<file path="src/rtl/cnn_layer_seq_pkg.sv">
// Shared definitions for the three-layer CNN tile sequencer:
// state encoding, layer/tile geometry and the per-layer tile table.
package cnn_layer_seq_pkg;

    localparam int NUM_LAYERS = 3;
    localparam int TW_DEF     = 5;
    localparam int STATE_W    = 3;

    typedef enum logic [STATE_W-1:0] {
        S_IDLE  = 3'd0,
        S_CFG   = 3'd1,
        S_LOAD  = 3'd2,
        S_CALC  = 3'd3,
        S_STORE = 3'd4,
        S_NEXT  = 3'd5,
        S_DONE  = 3'd6,
        S_ERR   = 3'd7
    } state_t;

    // Tiles per layer: 16, 8, 4 (28 in total).
    function automatic int tiles_of(input logic [1:0] layer);
        case (layer)
            2'd0:    return 16;
            2'd1:    return 8;
            default: return 4;
        endcase
    endfunction

endpackage

</file>
<file path="src/rtl/cnn_phase_wdog.sv">
// Per-phase watchdog: counts cycles spent in one handshake phase and flags
// the cycle in which the count reaches TIMEOUT-1.
module cnn_phase_wdog #(
    parameter int TIMEOUT = 4096
) (
    input  logic clk,
    input  logic rst,
    input  logic clear,
    input  logic enable,
    output logic timeout
);

    localparam int CW = (TIMEOUT > 2) ? $clog2(TIMEOUT) : 1;
    localparam logic [CW-1:0] LIMIT = CW'(TIMEOUT - 1);

    logic [CW-1:0] count;

    always_ff @(posedge clk) begin
        if (rst || clear) begin
            count <= '0;
        end else if (enable && (count != LIMIT)) begin
            count <= count + CW'(1);
        end
    end

    assign timeout = enable && (count == LIMIT);

endmodule

</file>
<file path="src/rtl/cnn_layer_seq.sv">
// Sequencer that walks three CNN layers tile by tile through
// load / compute / store handshakes, with a watchdog on each phase.
import cnn_layer_seq_pkg::*;

module cnn_layer_seq #(
    parameter int TIMEOUT = 4096,
    parameter int TW      = TW_DEF
) (
    input  logic          clk,
    input  logic          rst,
    input  logic          start,
    output logic          busy,
    output logic          done,
    output logic          err,
    output logic [1:0]    layer_id,
    output logic [TW-1:0] tile_idx,
    output logic          relu_en,
    output logic          ld_req,
    input  logic          ld_ack,
    output logic          calc_start,
    input  logic          calc_done,
    output logic          st_req,
    input  logic          st_ack,
    output state_t        fsm_state
);

    state_t state, state_next;
    logic   entry;
    logic   wd_clear, wd_enable, wd_timeout;
    logic   tile_last;

    assign tile_last = (tile_idx == TW'(tiles_of(layer_id) - 1));
    assign fsm_state = state;

    always_comb begin
        state_next = state;
        busy       = 1'b1;
        done       = 1'b0;
        ld_req     = 1'b0;
        st_req     = 1'b0;
        calc_start = 1'b0;
        wd_enable  = 1'b0;
        case (state)
            S_IDLE, S_ERR: begin
                busy = 1'b0;
                if (start) state_next = S_CFG;
            end
            S_CFG: state_next = S_LOAD;
            S_LOAD: begin
                ld_req    = 1'b1;
                wd_enable = 1'b1;
                if (ld_ack)          state_next = S_CALC;
                else if (wd_timeout) state_next = S_ERR;
            end
            S_CALC: begin
                // calc_done in the entry cycle belongs to no request of ours
                calc_start = entry;
                wd_enable  = 1'b1;
                if (calc_done && !entry) state_next = S_STORE;
                else if (wd_timeout)     state_next = S_ERR;
            end
            S_STORE: begin
                st_req    = 1'b1;
                wd_enable = 1'b1;
                if (st_ack)          state_next = S_NEXT;
                else if (wd_timeout) state_next = S_ERR;
            end
            S_NEXT: begin
                if (!tile_last)            state_next = S_LOAD;
                else if (layer_id == 2'd2) state_next = S_DONE;
                else                       state_next = S_CFG;
            end
            S_DONE: begin
                done       = 1'b1;
                state_next = S_IDLE;
            end
            default: state_next = S_IDLE;
        endcase
    end

    // Restart the watchdog on every state change so each phase starts at 0.
    assign wd_clear = (state_next != state);

    always_ff @(posedge clk) begin
        if (rst) begin
            state    <= S_IDLE;
            entry    <= 1'b0;
            err      <= 1'b0;
            layer_id <= 2'd0;
            tile_idx <= '0;
            relu_en  <= 1'b0;
        end else begin
            state <= state_next;
            entry <= (state_next != state);
            case (state)
                S_IDLE, S_ERR: begin
                    if (start) begin
                        err      <= 1'b0;
                        layer_id <= 2'd0;
                        tile_idx <= '0;
                        relu_en  <= 1'b1;
                    end
                end
                S_CFG: tile_idx <= '0;
                S_LOAD, S_CALC, S_STORE: begin
                    if (state_next == S_ERR) begin
                        err     <= 1'b1;
                        relu_en <= 1'b0;
                    end
                end
                S_NEXT: begin
                    if (!tile_last) begin
                        tile_idx <= tile_idx + TW'(1);
                    end else if (layer_id != 2'd2) begin
                        layer_id <= layer_id + 2'd1;
                        tile_idx <= '0;
                        relu_en  <= (layer_id == 2'd0);
                    end
                end
                S_DONE: begin
                    layer_id <= 2'd0;
                    tile_idx <= '0;
                    relu_en  <= 1'b0;
                end
                default: ;
            endcase
        end
    end

    cnn_phase_wdog #(.TIMEOUT(TIMEOUT)) u_wdog (
        .clk     (clk),
        .rst     (rst),
        .clear   (wd_clear),
        .enable  (wd_enable),
        .timeout (wd_timeout)
    );

endmodule

</file>
<file path="config.mk">
export PLATFORM = sky130hd
export DESIGN_NAME = cnn_layer_seq
export DESIGN_NICKNAME = d
export VERILOG_FILES = /design/src/rtl/cnn_layer_seq_pkg.sv /design/src/rtl/cnn_phase_wdog.sv /design/src/rtl/cnn_layer_seq.sv
export SDC_FILE = /design/constraint.sdc
export NUM_CORES = 1
export LEC_CHECK = 0
export CAP_MARGIN = 5
export CORE_ASPECT_RATIO = 0.5
export CORE_MARGIN = 4
export CORE_UTILIZATION = 40
export DETAILED_ROUTE_END_ITERATION = 10
export HOLD_SLACK_MARGIN = 0.03
export PLACE_DENSITY = 0.64
export SYNTH_ARGS = -nofsm -noshare
export SYNTH_HDL_FRONTEND = slang
export SYNTH_SLANG_ARGS = --single-unit
</file>
<file path="constraint.sdc">
create_clock -name clk -period 5.6 [get_ports clk]
set_clock_uncertainty 0.2 [all_clocks]
set_input_delay 1.12 -clock clk [delete_from_list [all_inputs] [get_ports clk]]
set_output_delay 1.12 -clock clk [all_outputs]
set_load 0.05 [all_outputs]
</file>
==> results of run 1 <==
area by class of cell:
type | count | area [sq um]
clock buffer | 4 | 45.0
timing repair buffer | 22 | 220
fill | 372 | 1730
tap | 51 | 63.8
multi-input combinational | 156 | 1010
sequential | 25 | 500
inverter | 8 | 30.0
cells in the final DEF (no fill, tap or decap), types with 2 or more instances in the layout:
cell and n:
xnor2_1 9, mux2i_1 3, nand3_1 12, nor4_1 3, o211ai_1 3, clkdlybuf4s50_1 22
nand4_1 5, nor2_2 10, a31oi_1 2, a211oi_1 5, o21ai_0 5, nand2_1 17
xor2_1 7, and4_1 2, a21oi_1 10, nor2_1 19, or3_1 3, ha_1 6
dfxtp_1 25, and3_1 3, nor2b_1 4, inv_1 8, nor3_1 8, nand2b_1 2
o311a_1 3, clkbuf_8 3, or4_4 2
per-stage QoR:
stage | hold slack, ns | util, % | total power (W) | instance area (sq um)
after floorplan | 0.250 | - | 0.000344 | 1580
after global placement | 0.261 | 50.6 | 0.000386 | 1820
after detailed placement | 0.274 | 50.6 | 0.000387 | 1820
after CTS | 0.287 | 51.9 | 0.000498 | 1870
after global routing | 0.308 | 51.9 | 0.000525 | 1870
final | 0.283 | 51.9 | 0.000492 | 1870
kinds of logic after synthesis:
group,after synthesis
AND/OR/NAND/NOR,97
flip-flops,25
adder cells (fa/ha/maj),6
buffers and inverters,15
AO/OA/AOI/OAI,34
XOR/XNOR,16
multiplexers,3
where the power goes:
group	total (W)	switching, W	leakage (nW)	internal [W]
logic	0.000173	0.000110	0.407	0.0000628
clock network	0.000107	0.0000565	0.0228	0.0000509
registers	0.000211	0.0000225	0.203	0.000189
worst paths after layout:
| kind | endpoint |
|---|---|
| max | st_req |
| min | u_wdog.count[1] |
| max reg2reg | u_wdog.count[3] |
| min reg2reg | u_wdog.count[1] |
critical path, cell delays in order (launching register included):
cell	delay [ns]
dfxtp_1	0.65
or3b_2	0.53
inv_1	0.07
clkdlybuf4s50_1	0.79
state kept, by name (all words and copies together), names as in the netlist:
register and cells:
layer_id 2, entry 1, err 1, relu_en 1
u_wdog.count 12, fsm_state 3, tile_idx 5
per-layer routing:
layer | global-route usage, % | vias up
li1 | - | 736
met5 | 0 | -
met4 | 3.03 | 0
met2 | 24.8 | 19
met3 | 4.52 | 4
met1 | 20.3 | 661
==> run_results.csv, run 1 <==
group,metric,value,unit
yosys,synthAdderAreaFrac,4.77,%
cts,clock-sinks,25,
yosys,synth.area.top_cells,"dfxtp_1 (32%), xnor2_1 (5.0%), ha_1 (4.8%)",
timing,rsz0062_at_grt,"false",
cts,cts.clk_slew.worst_paths,0.09,ns
cells_and_area,fin_nets,228,
worst_setup_path,reg2reg_slack,2.62,ns
die,io_pins,23,
die,core,3600,sq um
yosys,synth_xor_area_share,8.90,%
cts,tritoncts,"yes",
cells_and_area,stdcell_count,266,
outcome,status,"finished clean",
yosys,yosysSeqAreaShare,31.8,%
cts,post_cts_buffers,0,
placement,port_buffers,22,
global_route,track_usage,15.2,%
cts,clkLatencyLatePin,0.27,ns
worst_setup_path,worstSetupPathType,"reg2out",
cts,cts_buffer_depth,2,
worst_setup_path,critPathLaunchType,"flop",
global_route,grt_pass1_vias,1323,
drt,wl_met1,1770,microns
global_route,grt-ovfl-total,0,
drt,wl_per_cell,13.2,microns
yosys,synth_cell_types,41,
yosys,synth_area,1580,sq um
worst_setup_path,cp_max_fo,17,
power_and_ir_drop,powerDensity,263,nW/um^2
die,die_area,5070,sq um
placement,place.gp.congestion,0.849,
global_route,antenna_found_initial,0,
yosys,synth-simple-area-share,33.4,%
cts,cts_repair_resize_count,0,
cells_and_area,area_growth_syn_to_layout,18.7,%
drt,viasPerCell,5.34,
drt,routed.top_layer,"met4",
drt,drt-initial-drc-count,154,
global_route,grt_pass1_wl,6260,microns
yosys,synth_compound_area_share,15.1,%
timing,relSlewSlack,46.6,%
timing,timing.final.hold_violations,0,
cells_and_area,drive_gt1_share,9.30,%
placement,dp_hpwl,2670,microns
yosys,synth_edf_count,0,
worst_setup_path,worstReg2RegStart,"layer_id[0]",
yosys,syn_area_per_cell,8.04,sq um
yosys,muxShareOfSynthArea,1.91,%
die,rows,15,
timing,post-route-min-period,3.62,ns
timing,period_share,64.6,%
cts,root_buffer,"clkbuf_8",
global_route,grt_max_degree,23,
yosys,syn-instance-count,196,
yosys,synth_commonest_cells,"dfxtp_1 (25), nor2_1 (19), nand2_1 (17)",
worst_hold_path,timing.hold.worst.class,"reg2reg",
drt,drt-pass1-iter-count,4,
yosys,synth_top_family_by_area,"simple AND/OR/NAND/NOR gates",
power_and_ir_drop,p_leak,0.633,nW
yosys,synth-async-reset-ratio,0,%
drt,detail-route-antenna-nets,0,
cts,cts-buffers-inserted,3,
yosys,ys_ff_latch,25,
die,die_h,52.4,microns
timing,tightest_slew,0.797,ns
yosys,ys.warnings.count,0,
placement,dp.cells,262,
die,start_util,43.7,%
drt,wirelength,3520,microns
drt,route.met2.wl,1590,microns
timing,max_clock_freq,276,MHz
yosys,synth_top_area_share,31.8,%
job,drv_cap,0,
worst_hold_path,whs_path_depth,2,
worst_hold_path,hold_path.startpoint,"u_wdog.count[1]",
drt,wl_met3,130,microns
worst_setup_path,r2r_cells,8,
yosys,synthFlopType,"dfxtp_1",
worst_setup_path,cp.arrival,2.30,ns
timing,tns,0,ns
power_and_ir_drop,peakVddDrop,0.115,mV
yosys,syn_nets,208,
cells_and_area,diodes,0,
yosys,yosys.area.top_type,"dfxtp_1",
drt,drc,0,
cts,htreeDepth,1,
worst_setup_path,cp_data_required_time,4.28,ns
yosys,synth_most_common_cell,"dfxtp_1",
worst_setup_path,cp-startpoint,"fsm_state[2]",
worst_setup_path,endpoint_kind,"output pin",
placement,dp_worst_setup_slack,2.25,ns
cts,hold_buffers,0,
drt,vias,1420,
timing,setup_ws,1.98,ns
die,die_w,96.8,microns
timing,setup_viol,0,
timing,drv_slew,0,
No activity file was read; power rests on OpenSTA's default activity.
==> run 2: changes to the inputs <==
==> constraint.sdc (replaced) <==
create_clock -name clk -period 3.5 [get_ports clk]
set_clock_uncertainty 0.2 [all_clocks]
set_input_delay 0.7 -clock clk [delete_from_list [all_inputs] [get_ports clk]]
set_output_delay 0.7 -clock clk [all_outputs]
set_load 0.05 [all_outputs]
==> run 2 against run 1 <==
- routed wire length is 1.5% lower
- largest cell class unchanged
- clock-buffer cell count unchanged
- final cell count is the same
- sequential power grew 60%
- largest power group unchanged
- clock power rose by 62%
- highest routed layer unchanged
- critical endpoint unchanged
- setup slack got worse by 1.7 ns
==> run_results.csv, run 2 (synthesis results as in run 1) <==
group,metric,value,unit
cts,cts_repair_resize_count,0,
timing,period_share,91.8,%
global_route,grt_use_met2,25.7,%
cells_and_area,fin_nets,228,
cells_and_area,diodes,0,
timing,post-route-min-period,3.21,ns
worst_setup_path,cp.arrival,2.31,ns
cts,clock-sinks,25,
outcome,status,"finished clean",
job,drv_cap,0,
placement,port_buffers,22,
drt,viasPerCell,5.35,
cts,htreeDepth,1,
drt,wl_per_cell,13.0,microns
worst_setup_path,cp_data_required_time,2.60,ns
global_route,use_met1,18.5,%
global_route,grt_busiest_layer,"met2",
global_route,grt_max_degree,23,
cells_and_area,largest_register,"u_wdog.count",
timing,drv_slew,0,
drt,drt-pass1-iter-count,4,
global_route,track_usage,14.7,%
drt,drc,0,
cts,hold_buffers,0,
die,start_util,43.7,%
cts,clkLatencyLatePin,0.27,ns
cells_and_area,final_common_cell,"dfxtp_1",
global_route,antenna_found_initial,0,
worst_setup_path,cp_max_fo,17,
timing,timing.final.hold_violations,0,
timing,tns,0,ns
placement,placed_area,1820,sq um
timing,relSlewSlack,49.3,%
global_route,grtUsageMet3,4.12,%
global_route,grt_pass1_vias,1341,
cells_and_area,final_area,1870,sq um
die,io_pins,23,
placement,place.gp.congestion,0.870,
power_and_ir_drop,p_leak,0.633,nW
cts,post_cts_buffers,0,
worst_hold_path,timing.hold.worst.class,"reg2reg",
timing,tightest_slew,0.757,ns
power_and_ir_drop,finalPower,0.000788,W
drt,detail-route-antenna-nets,0,
worst_setup_path,worstSetupPathType,"reg2out",
timing,rsz0062_at_grt,"false",
cts,tritoncts,"yes",
placement,dp_hpwl,2620,microns
die,die_area,5070,sq um
timing,setup_viol,0,
global_route,grt-ovfl-total,0,
cts,cts.clk_slew.worst_paths,0.09,ns
die,die_w,96.8,microns
cells_and_area,area_growth_syn_to_layout,18.7,%
worst_setup_path,endpoint_kind,"output pin",
drt,drt-initial-drc-count,75,
die,rows,15,
die,die_h,52.4,microns
worst_setup_path,critPathLaunchType,"flop",
cells_and_area,largest_reg_flops,12,
timing,max_clock_freq,311,MHz
power_and_ir_drop,powerDensity,421,nW/um^2
cts,root_buffer,"clkbuf_8",
drt,wirelength,3470,microns
die,core,3600,sq um
cts,cts_buffer_depth,2,
cells_and_area,drive_gt1_share,9.30,%
power_and_ir_drop,peakVddDrop,0.166,mV
drt,vias,1422,
global_route,grt_pass1_wl,6110,microns
cells_and_area,final_cell_mix,"dfxtp_1 (25), clkdlybuf4s50_1 (22), nor2_1 (19)",
cts,cts-buffers-inserted,3,
## run 2: cell counts in the layout (fill, tap and decap cells not counted)
Identical to the previous run, type by type.
## run 2: worst max-delay path, stage by stage (launching register included)
cell and delay (ns):
dfxtp_1 0.64, or3b_2 0.54, inv_1 0.07, clkdlybuf4s50_1 0.79
## run 2: final cells by class
class                      count  area (sq um)
sequential                    25           500
tap                           51          63.8
multi-input combinational    156          1010
inverter                       8          30.0
clock buffer                   4          45.0
timing repair buffer          22           220
fill                         391          1730
## run 2: metal layers
metal | routed length, microns | part of all wire [%]
met1 | 1770 | 51
met2 | 1550 | 45
met3 | 131 | 3.8
met4 | 19 | 0.55
met5 | 0 | 0
## run 2: where the power goes
group	internal [W]	switching (W)
sequential	0.000302	0.0000366
combinational	0.000100	0.000176
clock	0.0000815	0.0000911
## run 2: through the flow
stage / setup WS, ns / utilization, % / cells / hold slack [ns]
finish: 0.286 / 51.9 / 266 / 0.285
global route: 0.187 / 51.9 / 266 / 0.313
CTS: 0.272 / 51.9 / 266 / 0.285
detailed placement: 0.586 / 50.6 / 262 / 0.272
global placement: 0.584 / 50.6 / 262 / 0.269
floorplan: 0.414 / - / 196 / 0.250
## run 2: path summary, 6_finish.rpt
kind,startpoint,to,slack [ns],cells after the start
worst min-delay path,u_wdog.count[1],u_wdog.count[1],0.29,2
worst max-delay path,fsm_state[2],st_req,0.29,3
worst max register to register,layer_id[0],u_wdog.count[3],0.57,8
worst min register to register,u_wdog.count[1],u_wdog.count[1],0.29,2
==> run 3: changes to the inputs <==
--- a/config.mk
+++ b/config.mk
@@ -8,10 +8,10 @@
 export CAP_MARGIN = 5
 export CORE_ASPECT_RATIO = 0.5
 export CORE_MARGIN = 4
-export CORE_UTILIZATION = 40
+export CORE_UTILIZATION = 54
 export DETAILED_ROUTE_END_ITERATION = 10
 export HOLD_SLACK_MARGIN = 0.03
-export PLACE_DENSITY = 0.64
+export PLACE_DENSITY = 0.81
 export SYNTH_ARGS = -nofsm -noshare
 export SYNTH_HDL_FRONTEND = slang
 export SYNTH_SLANG_ARGS = --single-unit
==> run 3 against run 2 <==
- core utilization increased by 17 points
- die area decreased by 23%
- flip-flop and latch count unchanged
- via count increased by 3.2%
- routed wire length decreased by 1.4%
- register-to-register slack got worse by 0.03 ns
- clock power about the same
- final cell count decreased by 5.3%
- non-clock buffer count unchanged
- fmax increased by 0.73%
- worst hold slack improved by 0.0036 ns
- sequential power about the same
- critical endpoint unchanged
- largest power group unchanged
==> run_results.csv, run 3 (synthesis results as in run 1) <==
group,metric,value,unit
worst_setup_path,r2r-end,"u_wdog.count[3]",
drt,wl_per_cell,13.6,microns
cells_and_area,fin_nets,228,
power_and_ir_drop,power.internal,0.000484,W
power_and_ir_drop,p_leak,0.633,nW
drt,detail-route-antenna-nets,0,
worst_setup_path,worstReg2RegStart,"layer_id[0]",
die,core,2680,sq um
cts,cts.clk_slew.worst_paths,0.09,ns
worst_setup_path,critPathLaunchType,"flop",
drt,viasPerCell,5.83,
cells_and_area,drive_gt1_share,9.30,%
timing,setup_viol,0,
cells_and_area,largest_register,"u_wdog.count",
cts,post_cts_buffers,0,
worst_hold_path,hold_end,"u_wdog.count[1]",
timing,tns,0,ns
worst_setup_path,cp_max_fo,17,
worst_setup_path,cp.arrival,2.29,ns
drt,wirelength,3420,microns
die,die_w,84.4,microns
worst_setup_path,cp-startpoint,"fsm_state[2]",
placement,place.gp.congestion,0.837,
timing,post-route-min-period,3.19,ns
timing,setup_ws,0.309,ns
die,start_util,58.7,%
drt,vias,1468,
outcome,status,"finished clean",
placement,dp_hpwl,2540,microns
cells_and_area,fillers,233,
drt,drt-pass1-iter-count,4,
placement,placed_area,1810,sq um
timing,rsz0062_at_grt,"false",
worst_hold_path,hold_path.startpoint,"u_wdog.count[1]",
cells_and_area,final_cell_mix,"dfxtp_1 (25), clkdlybuf4s50_1 (22), nor2_1 (19)",
power_and_ir_drop,sequentialPowerShare,43.0,%
power_and_ir_drop,powerDensity,424,nW/um^2
worst_setup_path,cp_data_required_time,2.60,ns
placement,port_buffers,22,
power_and_ir_drop,switching_share,38.4,%
global_route,grt_max_degree,23,
cells_and_area,diodes,0,
die,io_pins,23,
cells_and_area,final_common_cell,"dfxtp_1",
global_route,track_usage,18.5,%
power_and_ir_drop,finalPower,0.000785,W
cells_and_area,largest_reg_flops,12,
power_and_ir_drop,p_comb_share,35.0,%
worst_hold_path,whs_path_depth,2,
worst_setup_path,endpoint_kind,"output pin",
timing,max_clock_freq,313,MHz
cts,tritoncts,"yes",
cells_and_area,area_growth_syn_to_layout,17.6,%
timing,drv_slew,0,
cts,clkLatencyLatePin,0.27,ns
die,rows,13,
timing,relSlewSlack,51.3,%
job,drv_cap,0,
cts,cts_repair_resize_count,0,
global_route,antenna_found_initial,0,
die,die_h,46.2,microns
cts,hold_buffers,0,
cts,htreeDepth,1,
worst_setup_path,worstSetupPathType,"reg2out",
placement,dp_worst_setup_slack,0.570,ns
cts,cts_buffer_depth,2,
drt,drc,0,
timing,tightest_slew,0.726,ns
power_and_ir_drop,clockPowerShare,22.0,%
drt,drt-initial-drc-count,83,
worst_hold_path,timing.hold.worst.class,"reg2reg",
worst_setup_path,reg2reg_slack,0.54,ns
timing,period_share,91.2,%
global_route,grt_pass1_vias,1281,
global_route,grt_pass1_wl,5740,microns
worst_setup_path,r2r_cells,8,
cts,root_buffer,"clkbuf_8",
cells_and_area,final_area,1850,sq um
global_route,grt-ovfl-total,0,
cts,cts-buffers-inserted,3,
power_and_ir_drop,peakVddDrop,0.234,mV
cts,clock-sinks,25,
timing,timing.final.hold_violations,0,
power_and_ir_drop,netSwitchingPower,0.000301,W
die,die_area,3900,sq um
==> run 3: cell counts in the layout (fill, tap and decap cells not counted) <==
Identical to the previous run, type by type.
==> run 3: area by class of cell <==
type / count / area (sq um) / area share, %
multi-input cells: 156 / 1010 / 54.5
flip-flops and latches: 25 / 500 / 27.0
repair buffers: 22 / 220 / 11.9
well taps: 37 / 46.3 / 2.50
clock buffers: 4 / 45.0 / 2.43
inverters: 8 / 30.0 / 1.62
==> run 3: worst max-delay path by stage <==
stage	end	slack, ns
finish	st_req	0.31
global route	st_req	0.17
CTS	st_req	0.30
detailed placement	u_wdog.count[3]	0.57
global placement	st_req	0.61
floorplan	u_wdog.count[7]	0.41
==> run 3: power by group through the flow <==
stage          clock network (W)  registers, W  logic [W]
3_3_place_gp                   0      0.000343   0.000272
6_report                0.000173      0.000338   0.000275
4_1_cts                 0.000176      0.000337   0.000274
5_1_grt                 0.000188      0.000342   0.000298
3_5_place_dp                   0      0.000343   0.000273
2_1_floorplan                  0      0.000363   0.000188
==> run 3: critical path, stage by stage, from the launching register on <==
cell,delay (ns)
dfxtp_1,0.63
or3b_2,0.53
inv_1,0.07
clkdlybuf4s50_1,0.79
==> run 3: stage by stage <==
step                hold slack [ns]  std cells  utilization (%)
CTS                           0.295        252             69.0
global placement              0.275        248             67.3
global route                  0.325        252             69.0
finish                        0.289        252             69.0
floorplan                     0.250        196                -
detailed placement            0.283        248             67.3
==> run 3: metal layers <==
metal  routed length (microns)  up-vias  share of wire (%)  global-route usage (%)
met4                        27        0               0.79                    3.47
met5                         0        -                  0                       0
met1                      1590      695                 46                    22.9
met3                       179        6                5.2                    5.54
met2                      1630       30                 48                    32.9
li1                          -      737                  -                       -
